--- src/rtl/div_sequencer.sv ---
// Multi-cycle restoring divider for DIV/DIVU: one quotient bit per cycle, stalls the pipeline
// while busy and strobes div_validE for one cycle when HI/LO are written.
module div_sequencer #(
    parameter int WIDTH = 32
) (
    input  logic             clk,
    input  logic             rst,
    input  logic             startE,
    input  logic             signedE,
    input  logic [WIDTH-1:0] opaE,
    input  logic [WIDTH-1:0] opbE,
    input  logic             annulE,
    output logic             stall_divE,
    output logic [WIDTH-1:0] hi_o,
    output logic [WIDTH-1:0] lo_o,
    output logic             div_validE
);

    localparam int CntW = (WIDTH > 1) ? $clog2(WIDTH) : 1;

    typedef enum logic [1:0] {StIdle, StBusy, StDone} stateT;

    stateT            stateQ, stateD;
    logic [CntW-1:0]  cntQ;
    logic [WIDTH-1:0] remQ, quoQ, divisorQ;
    logic             qNegQ, rNegQ;
    logic [WIDTH-1:0] hiQ, loQ;

    logic             accept;
    logic             lastStep;
    logic             divZero;
    logic [WIDTH-1:0] magA, magB;
    logic [WIDTH:0]   remShift, diff;
    logic [WIDTH-1:0] stepRem, stepQuo;
    logic [WIDTH-1:0] quoFinal, remFinal;

    assign accept   = (stateQ == StIdle) && startE && !annulE;
    assign lastStep = (cntQ == CntW'(WIDTH - 1));
    assign divZero  = (opbE == '0);
    assign magA     = (signedE && opaE[WIDTH-1]) ? (~opaE + 1'b1) : opaE;
    assign magB     = (signedE && opbE[WIDTH-1]) ? (~opbE + 1'b1) : opbE;

    // Restoring step: the dividend shifts out of quoQ into the partial remainder while quotient
    // bits shift in at the bottom. Bit WIDTH of diff is the borrow.
    always_comb begin
        remShift = {remQ, quoQ[WIDTH-1]};
        diff     = remShift - {1'b0, divisorQ};
        stepRem  = remShift[WIDTH-1:0];
        stepQuo  = {quoQ[WIDTH-2:0], ~diff[WIDTH]};
        if (!diff[WIDTH]) begin
            stepRem = diff[WIDTH-1:0];
        end
        quoFinal = qNegQ ? (~stepQuo + 1'b1) : stepQuo;
        remFinal = rNegQ ? (~stepRem + 1'b1) : stepRem;
    end

    // State register
    always_ff @(posedge clk or posedge rst) begin
        if (rst) begin
            stateQ <= StIdle;
        end else begin
            stateQ <= stateD;
        end
    end

    // Next-state logic
    always_comb begin
        stateD = stateQ;
        unique case (stateQ)
            StIdle: begin
                if (accept) begin
                    stateD = divZero ? StDone : StBusy;
                end
            end
            StBusy: begin
                if (annulE) begin
                    stateD = StIdle;
                end else if (lastStep) begin
                    stateD = StDone;
                end
            end
            StDone:  stateD = StIdle;
            default: stateD = StIdle;
        endcase
    end

    // Outputs
    always_comb begin
        stall_divE = 1'b0;
        div_validE = 1'b0;
        unique case (stateQ)
            StIdle:  stall_divE = startE && !annulE;
            StBusy:  stall_divE = 1'b1;
            StDone:  div_validE = !annulE;
            default: ;
        endcase
    end

    // Datapath; HI/LO only change on entry to DONE so partial iterates never leak out.
    always_ff @(posedge clk or posedge rst) begin
        if (rst) begin
            cntQ     <= '0;
            remQ     <= '0;
            quoQ     <= '0;
            divisorQ <= '0;
            qNegQ    <= 1'b0;
            rNegQ    <= 1'b0;
            hiQ      <= '0;
            loQ      <= '0;
        end else if (accept) begin
            cntQ     <= '0;
            remQ     <= '0;
            quoQ     <= magA;
            divisorQ <= magB;
            qNegQ    <= signedE && (opaE[WIDTH-1] ^ opbE[WIDTH-1]);
            rNegQ    <= signedE && opaE[WIDTH-1];
            if (divZero) begin
                hiQ <= opaE;
                loQ <= '1;
            end
        end else if (stateQ == StBusy && !annulE) begin
            cntQ <= cntQ + 1'b1;
            remQ <= stepRem;
            quoQ <= stepQuo;
            if (lastStep) begin
                hiQ <= remFinal;
                loQ <= quoFinal;
            end
        end
    end

    assign hi_o = hiQ;
    assign lo_o = loQ;

endmodule

--- config.mk ---
export PLATFORM = sky130hd
export DESIGN_NAME = div_sequencer
export DESIGN_NICKNAME = d
export VERILOG_FILES = /design/src/rtl/div_sequencer.sv
export SDC_FILE = /design/constraint.sdc
export NUM_CORES = 1
export LEC_CHECK = 0
export BUFFER_PORTS_ARGS = -buffer_cell sky130_fd_sc_hd__clkbuf_2
export CORE_MARGIN = 2
export CORE_UTILIZATION = 30
export DETAILED_ROUTE_END_ITERATION = 12
export GPL_ROUTABILITY_DRIVEN = 0
export GPL_TIMING_DRIVEN = 0
export PLACE_DENSITY = 0.53
export SLEW_MARGIN = 20
export SYNTH_ARGS = -nofsm -noshare
export SYNTH_HDL_FRONTEND = slang
export SYNTH_SLANG_ARGS = --single-unit
--- constraint.sdc ---
create_clock -name clk -period 10.3 [get_ports clk]
set_input_delay 1.545 -clock clk [delete_from_list [all_inputs] [get_ports clk]]
set_output_delay 1.545 -clock clk [all_outputs]
set_load 0.01 [all_outputs]
==> Yosys cells after proc, flatten, opt, wreduce, memory -nomap -nowiden <==
Cells that the tools add are included.
{ "word_totals": {"regBits": 169, "word_cells": 67} }
{ "classes": {"n_addsub": 6, "n_eq_ne": 6, "mux": 26, "bitwise": 6, "reduce_logical": 14} }
{ "ops": {"columns": ["operator", "count"], "rows": [
  ["2-to-1 mux 32 bit", 17],
  ["adder 32 x 1 -> 32 bit, second input constant", 4],
  ["NOT 32 bit", 4],
  ["subtractor 33 x 32 -> 33 bit", 1],
  ["logical NOT 32 bit", 1],
  ["2-to-1 mux 5 bit", 2],
  ["2-to-1 mux 2 bit", 4],
  ["logical AND 1 bit", 7],
  ["adder 5 x 1 -> 5 bit, second input constant", 1],
  ["== test 5 bit, second input constant", 1],
  ["case mux 2 bit (2 select lines)", 1],
  ["nonzero test 2 bit", 2],
  ["inequality test 3 bit, second input constant", 1],
  ["AND reduction 3 bit", 1],
  ["== test 2 x 1 -> 1 bit, second input constant", 1],
  ["== test 2 bit, second input constant", 1],
  ["logical NOT 2 bit", 1],
  ["inequality test 2 x 1 -> 1 bit, second input constant", 1],
  ["inequality test 2 bit, second input constant", 1],
  ["case mux 1 bit (2 select lines)", 1],
  ["AND reduction 2 bit", 1],
  ["logical NOT 1 bit", 1],
  ["2-to-1 mux 1 bit", 1],
  ["NOT 1 bit", 1],
  ["bitwise XOR 1 bit", 1]
]} }

==> Logic depth before layout (Yosys ltp) <==
{ "logic_depth": {"word_depth": 8, "depth_mapped": 24, "ltp_nobuf": 21} }

==> Worst setup path after synthesis <==
No wires, ideal clock.
{ "synth_path": {"path_kind": "reg-to-reg", "startpoint": "register quoQ[31]", "endpoint": "register loQ[26] (netlist: lo_o[26])", "setup_ps": 137, "t_arrival_ps": 4647, "required_ps": 10163, "path_slack_ps": 5516, "stages_incl_launch_ff": 24, "n_path_buf": 3, "path_cell_list": "dfrtp_1 > inv_1 > ha_1 > inv_1 > fa_1 > a211oi_2 > o211ai_1 > a21o_1 > a32oi_1 > a221o_1 > buf_6 > nor2_8 > inv_6 > buf_2 > buf_1 > ha_1 > nand2b_1 > nand2b_1 > nand2b_1 > nand2b_1 > or4_1 > o41ai_1 > xor2_1 > a21oi_1"} }
{ "synth_between": {"elab_chain_cells": 8} }
{ "synth_lines": {"columns": ["item", "line", "text"], "rows": [
  ["start: declaration", "25", "logic [WIDTH-1:0] remQ, quoQ, divisorQ;"],
  ["start signal: assignment", "113", "quoQ <= magA;"],
  ["start signal: assignment", "124", "quoQ <= stepQuo;"],
  ["subtractor 33 x 32 -> 33 bit", "47", "diff = remShift - {1'b0, divisorQ};"],
  ["NOT 1 bit", "49", "stepQuo = {quoQ[WIDTH-2:0], ~diff[WIDTH]};"],
  ["NOT 32 bit", "53", "quoFinal = qNegQ ? (~stepQuo + 1'b1) : stepQuo;"],
  ["adder 32 x 1 -> 32 bit", "53", null],
  ["2-to-1 mux 32 bit", "53", null],
  ["2-to-1 mux 32 bit", "125", "if (lastStep) begin"],
  ["2-to-1 mux 32 bit", "121", "end else if (stateQ == StBusy && !annulE) begin"],
  ["2-to-1 mux 32 bit", "110", "end else if (accept) begin"],
  ["end signal: assignment", "127", "loQ <= quoFinal;"],
  ["end: declaration", "27", "logic [WIDTH-1:0] hiQ, loQ;"]
]} }
No other way between the ends. The select of a mux whose other input is x is not followed.
A chain may end at the register's enable or synchronous reset.

==> Worst setup path after layout <==
Same ends and word-level chain as after synthesis.

==> flow_metrics.env <==
export IMPL_worstSkewPairLatency_ns=0.45
export IMPL_ys_warn_count=0
export IMPL_worst_ep_required_time_ns=10.61
export IMPL_grt_overflow=0
export IMPL_drtAntennaViolNets=0
export IMPL_syn_inst=1519
export IMPL_die_y_um=205.0
export IMPL_maxSlewViolCount=0
export IMPL_die_width_um=205.0
export IMPL_r2r_cells=23
export IMPL_maxCapViolCount=0
export IMPL_ys_top_cells_by_area="dfrtp_1 (35%), o21ai_0 (6.6%), nand2_1 (6.6%), xor2_1 (5.7%), a21oi_1 (5.7%)"
export IMPL_avgSynthCellArea_um2=7.982
export IMPL_grt_pass1_wl_mm=65.83
export IMPL_run_status="completed"
export IMPL_n_antenna_cell=0
export IMPL_hold_class="reg -> reg"
export IMPL_drc=0
export IMPL_final_setup_viol_count=0
export IMPL_io_pins=135
export IMPL_cp_max_fo=10
export IMPL_r2r_end="lo_o[26]"
export IMPL_htree_levels=4
export IMPL_wl_per_cell_um=19.45
export IMPL_first_global_vias=11320
export IMPL_drt_iter0_markers=1020
export IMPL_worstMarginPinSlew_ns=1.057
export IMPL_ctsHoldBuffers=0
export IMPL_clock_sinks=169
export IMPL_slew_headroom=0.2929
export IMPL_yosysUniqueCellTypes=74
export IMPL_yosysTopAreaCell="dfrtp_1"
export IMPL_power_leakage_nw=6.294
export IMPL_multi_input_area_um2=7362
export IMPL_holdPathEnd="divisorQ[17]"
export IMPL_rows=73
export IMPL_synth_nets=1627
export IMPL_nFillCells=4292
export IMPL_cts_resized=0
export IMPL_setup_ws_ns=3.971
export IMPL_fin_worst_skew_ns=0.01719
export IMPL_post_cts_setup_buffers=0
export IMPL_ys_async_sr_fraction=1.000
export IMPL_seq_area_um2=4229
export IMPL_cts_root_buffer="clkbuf_16"
export IMPL_place_ws_ns=4.079
export IMPL_final_area_um2=14110
export IMPL_synth_edf_count=0
export IMPL_fin_nets=1783
export IMPL_drive_gt1_frac=0.1203
export IMPL_path_class="reg -> reg"
export IMPL_place_area_um2=13530
export IMPL_irDropWorstVdd_mv=0.1001
export IMPL_dieArea_um2=42040
export IMPL_area_growth_pct=16.42
export IMPL_via_per_inst=5.310
export IMPL_worst_ep_arrival_time_ns=6.64
export IMPL_rsz0062_at_grt="false"
export IMPL_hpwlAfterDp_mm=34.32
export IMPL_hold_start="divisorQ[17]"
export IMPL_ys_flop_type="dfrtp_1"
export IMPL_clockBufferDepth=2
export IMPL_path_clk_slew_ns=0.07
export IMPL_grt_antenna_before_repair=0
export IMPL_grt_max_degree=67
export IMPL_cts_tree="built"
export IMPL_seq_area_frac_synth=0.3488
export IMPL_core_area_um2=39820
export IMPL_first_pass_iters=5
export IMPL_whs_path_depth=2
export IMPL_start_kind="flop"
export IMPL_fin_crit_ns=6.329
export IMPL_vias=11750
export IMPL_ys_seq_elements=169
export IMPL_postRouteWirelength_mm=43.03
export IMPL_cts_made_buffers=17
export IMPL_io_buffers=134
export IMPL_r2r_start="quoQ[31]"
export IMPL_synth_top_area_frac=0.3488
export IMPL_start_util=0.3044
export IMPL_hold_viol_final=0
export IMPL_period_share=0.6145
export IMPL_tns_ns=0
export IMPL_rrSetupSlack_ns=3.97
export IMPL_grt_use_total=0.2045
export IMPL_synth_top_cells_by_count="nand2_1 (214), dfrtp_1 (169), o21ai_0 (161), a21oi_1 (138), nor2_1 (131)"
export IMPL_cp_end_kind="flop"
export IMPL_p_per_area_nw_per_um2=145.7
export IMPL_yosysMostFrequentCell="nand2_1"
export IMPL_syn_area_um2=12120
export IMPL_critPathLaunch="quoQ[31]"
export IMPL_clock_fmax_mhz=158.0
## power by group
group	internal, W	switching [W]	total (W)	leakage (nW)
Sequential	0.000724	0.0000680	0.000792	2.22
Clock	0.000355	0.000311	0.000666	0.289
Combinational	0.000220	0.000378	0.000599	3.78
## area by class of cell
type,instances,area share
Multi-Input combinational cell,1213,0.5216
Sequential cell,169,0.2996
Timing Repair Buffer,137,0.05177
Tap cell,525,0.04654
Clock buffer,19,0.03209
Buffer,79,0.02243
Inverter,58,0.01631
Clock inverter,12,0.009662
## registers in the layout (all words and copies together) (netlist names), 2 cells and up
register,cells
remQ,32
quoQ,32
cntQ,5
lo_o,32
hi_o,32
stateQ,2
divisorQ,32
## how the worst max path moves through the flow
stage | endpoint | slack, ns | cells after the start
2_1_floorplan | cntQ[0] | 4.18 | 1
3_5_place_dp | lo_o[26] | 4.08 | 23
6_report | lo_o[26] | 3.97 | 23
3_3_place_gp | divisorQ[26] | 1.82 | 2
4_1_cts | lo_o[26] | 4.05 | 23
5_1_grt | hi_o[30] | 3.54 | 23
## worst max-delay path, cell delays in order, from the launching register on
cell and delay (ns):
dfrtp_1 0.50, inv_1 0.08, ha_1 0.22, inv_1 0.08, fa_1 0.25, a211oi_2 0.11
o211ai_1 0.36, a21oi_1 0.21, o21ai_1 0.42, and4_1 0.24, buf_2 0.25, nor2_8 0.10
inv_6 0.15, buf_2 0.28, buf_1 0.70, ha_1 0.30, nand2b_1 0.10, nand2b_1 0.19
nand2b_1 0.21, nand2b_1 0.23, or4_1 0.58, o41ai_1 0.33, xor2_1 0.20, a21oi_1 0.09
## through the flow
step / instances / util / hold slack [ns] / power (W)
6_report: 2212 / 0.3544 / 0.4799 / 0.002057
3_3_place_gp: 2178 / 0.3378 / 0.4627 / 0.001385
5_1_grt: 2212 / 0.3544 / 0.4998 / 0.002179
2_1_floorplan: 1519 / - / 0.4498 / 0.001215
3_5_place_dp: 2181 / 0.3396 / 0.4714 / 0.001398
4_1_cts: 2212 / 0.3544 / 0.4882 / 0.002066
## layer usage
layer	GRT usage	share of wire	routed length, um	vias to the layer above
li1	-	-	-	5739
met1	0.2754	0.44	18980	5508
met2	0.3393	0.47	20010	436
met3	0.02895	0.070	3003	63
met4	0.06166	0.024	1040	0
met5	0	0	0	-
## placed cells by master (no fill, tap or decap), types with 56 or more instances in the layout
| master | count |
|---|---|
| nand2_1 | 214 |
| dfrtp_1 | 169 |
| o21ai_0 | 161 |
| a21oi_1 | 138 |
| clkbuf_2 | 134 |
| nor2_1 | 131 |
| xor2_1 | 79 |
| clkbuf_1 | 61 |
| xnor2_1 | 60 |
| inv_1 | 56 |
## logic make-up after synthesis
logic type                 synth area share
and+or+nand+nor                      0.1981
AOI/OAI and AO/OA                    0.2408
DFF                                  0.3488
xor gates and xnor gates             0.1004
buffers and inverters               0.04448
adders and majority gates           0.04087
muxes                               0.02652
Note: power is estimated with default switching activity, not from simulation.
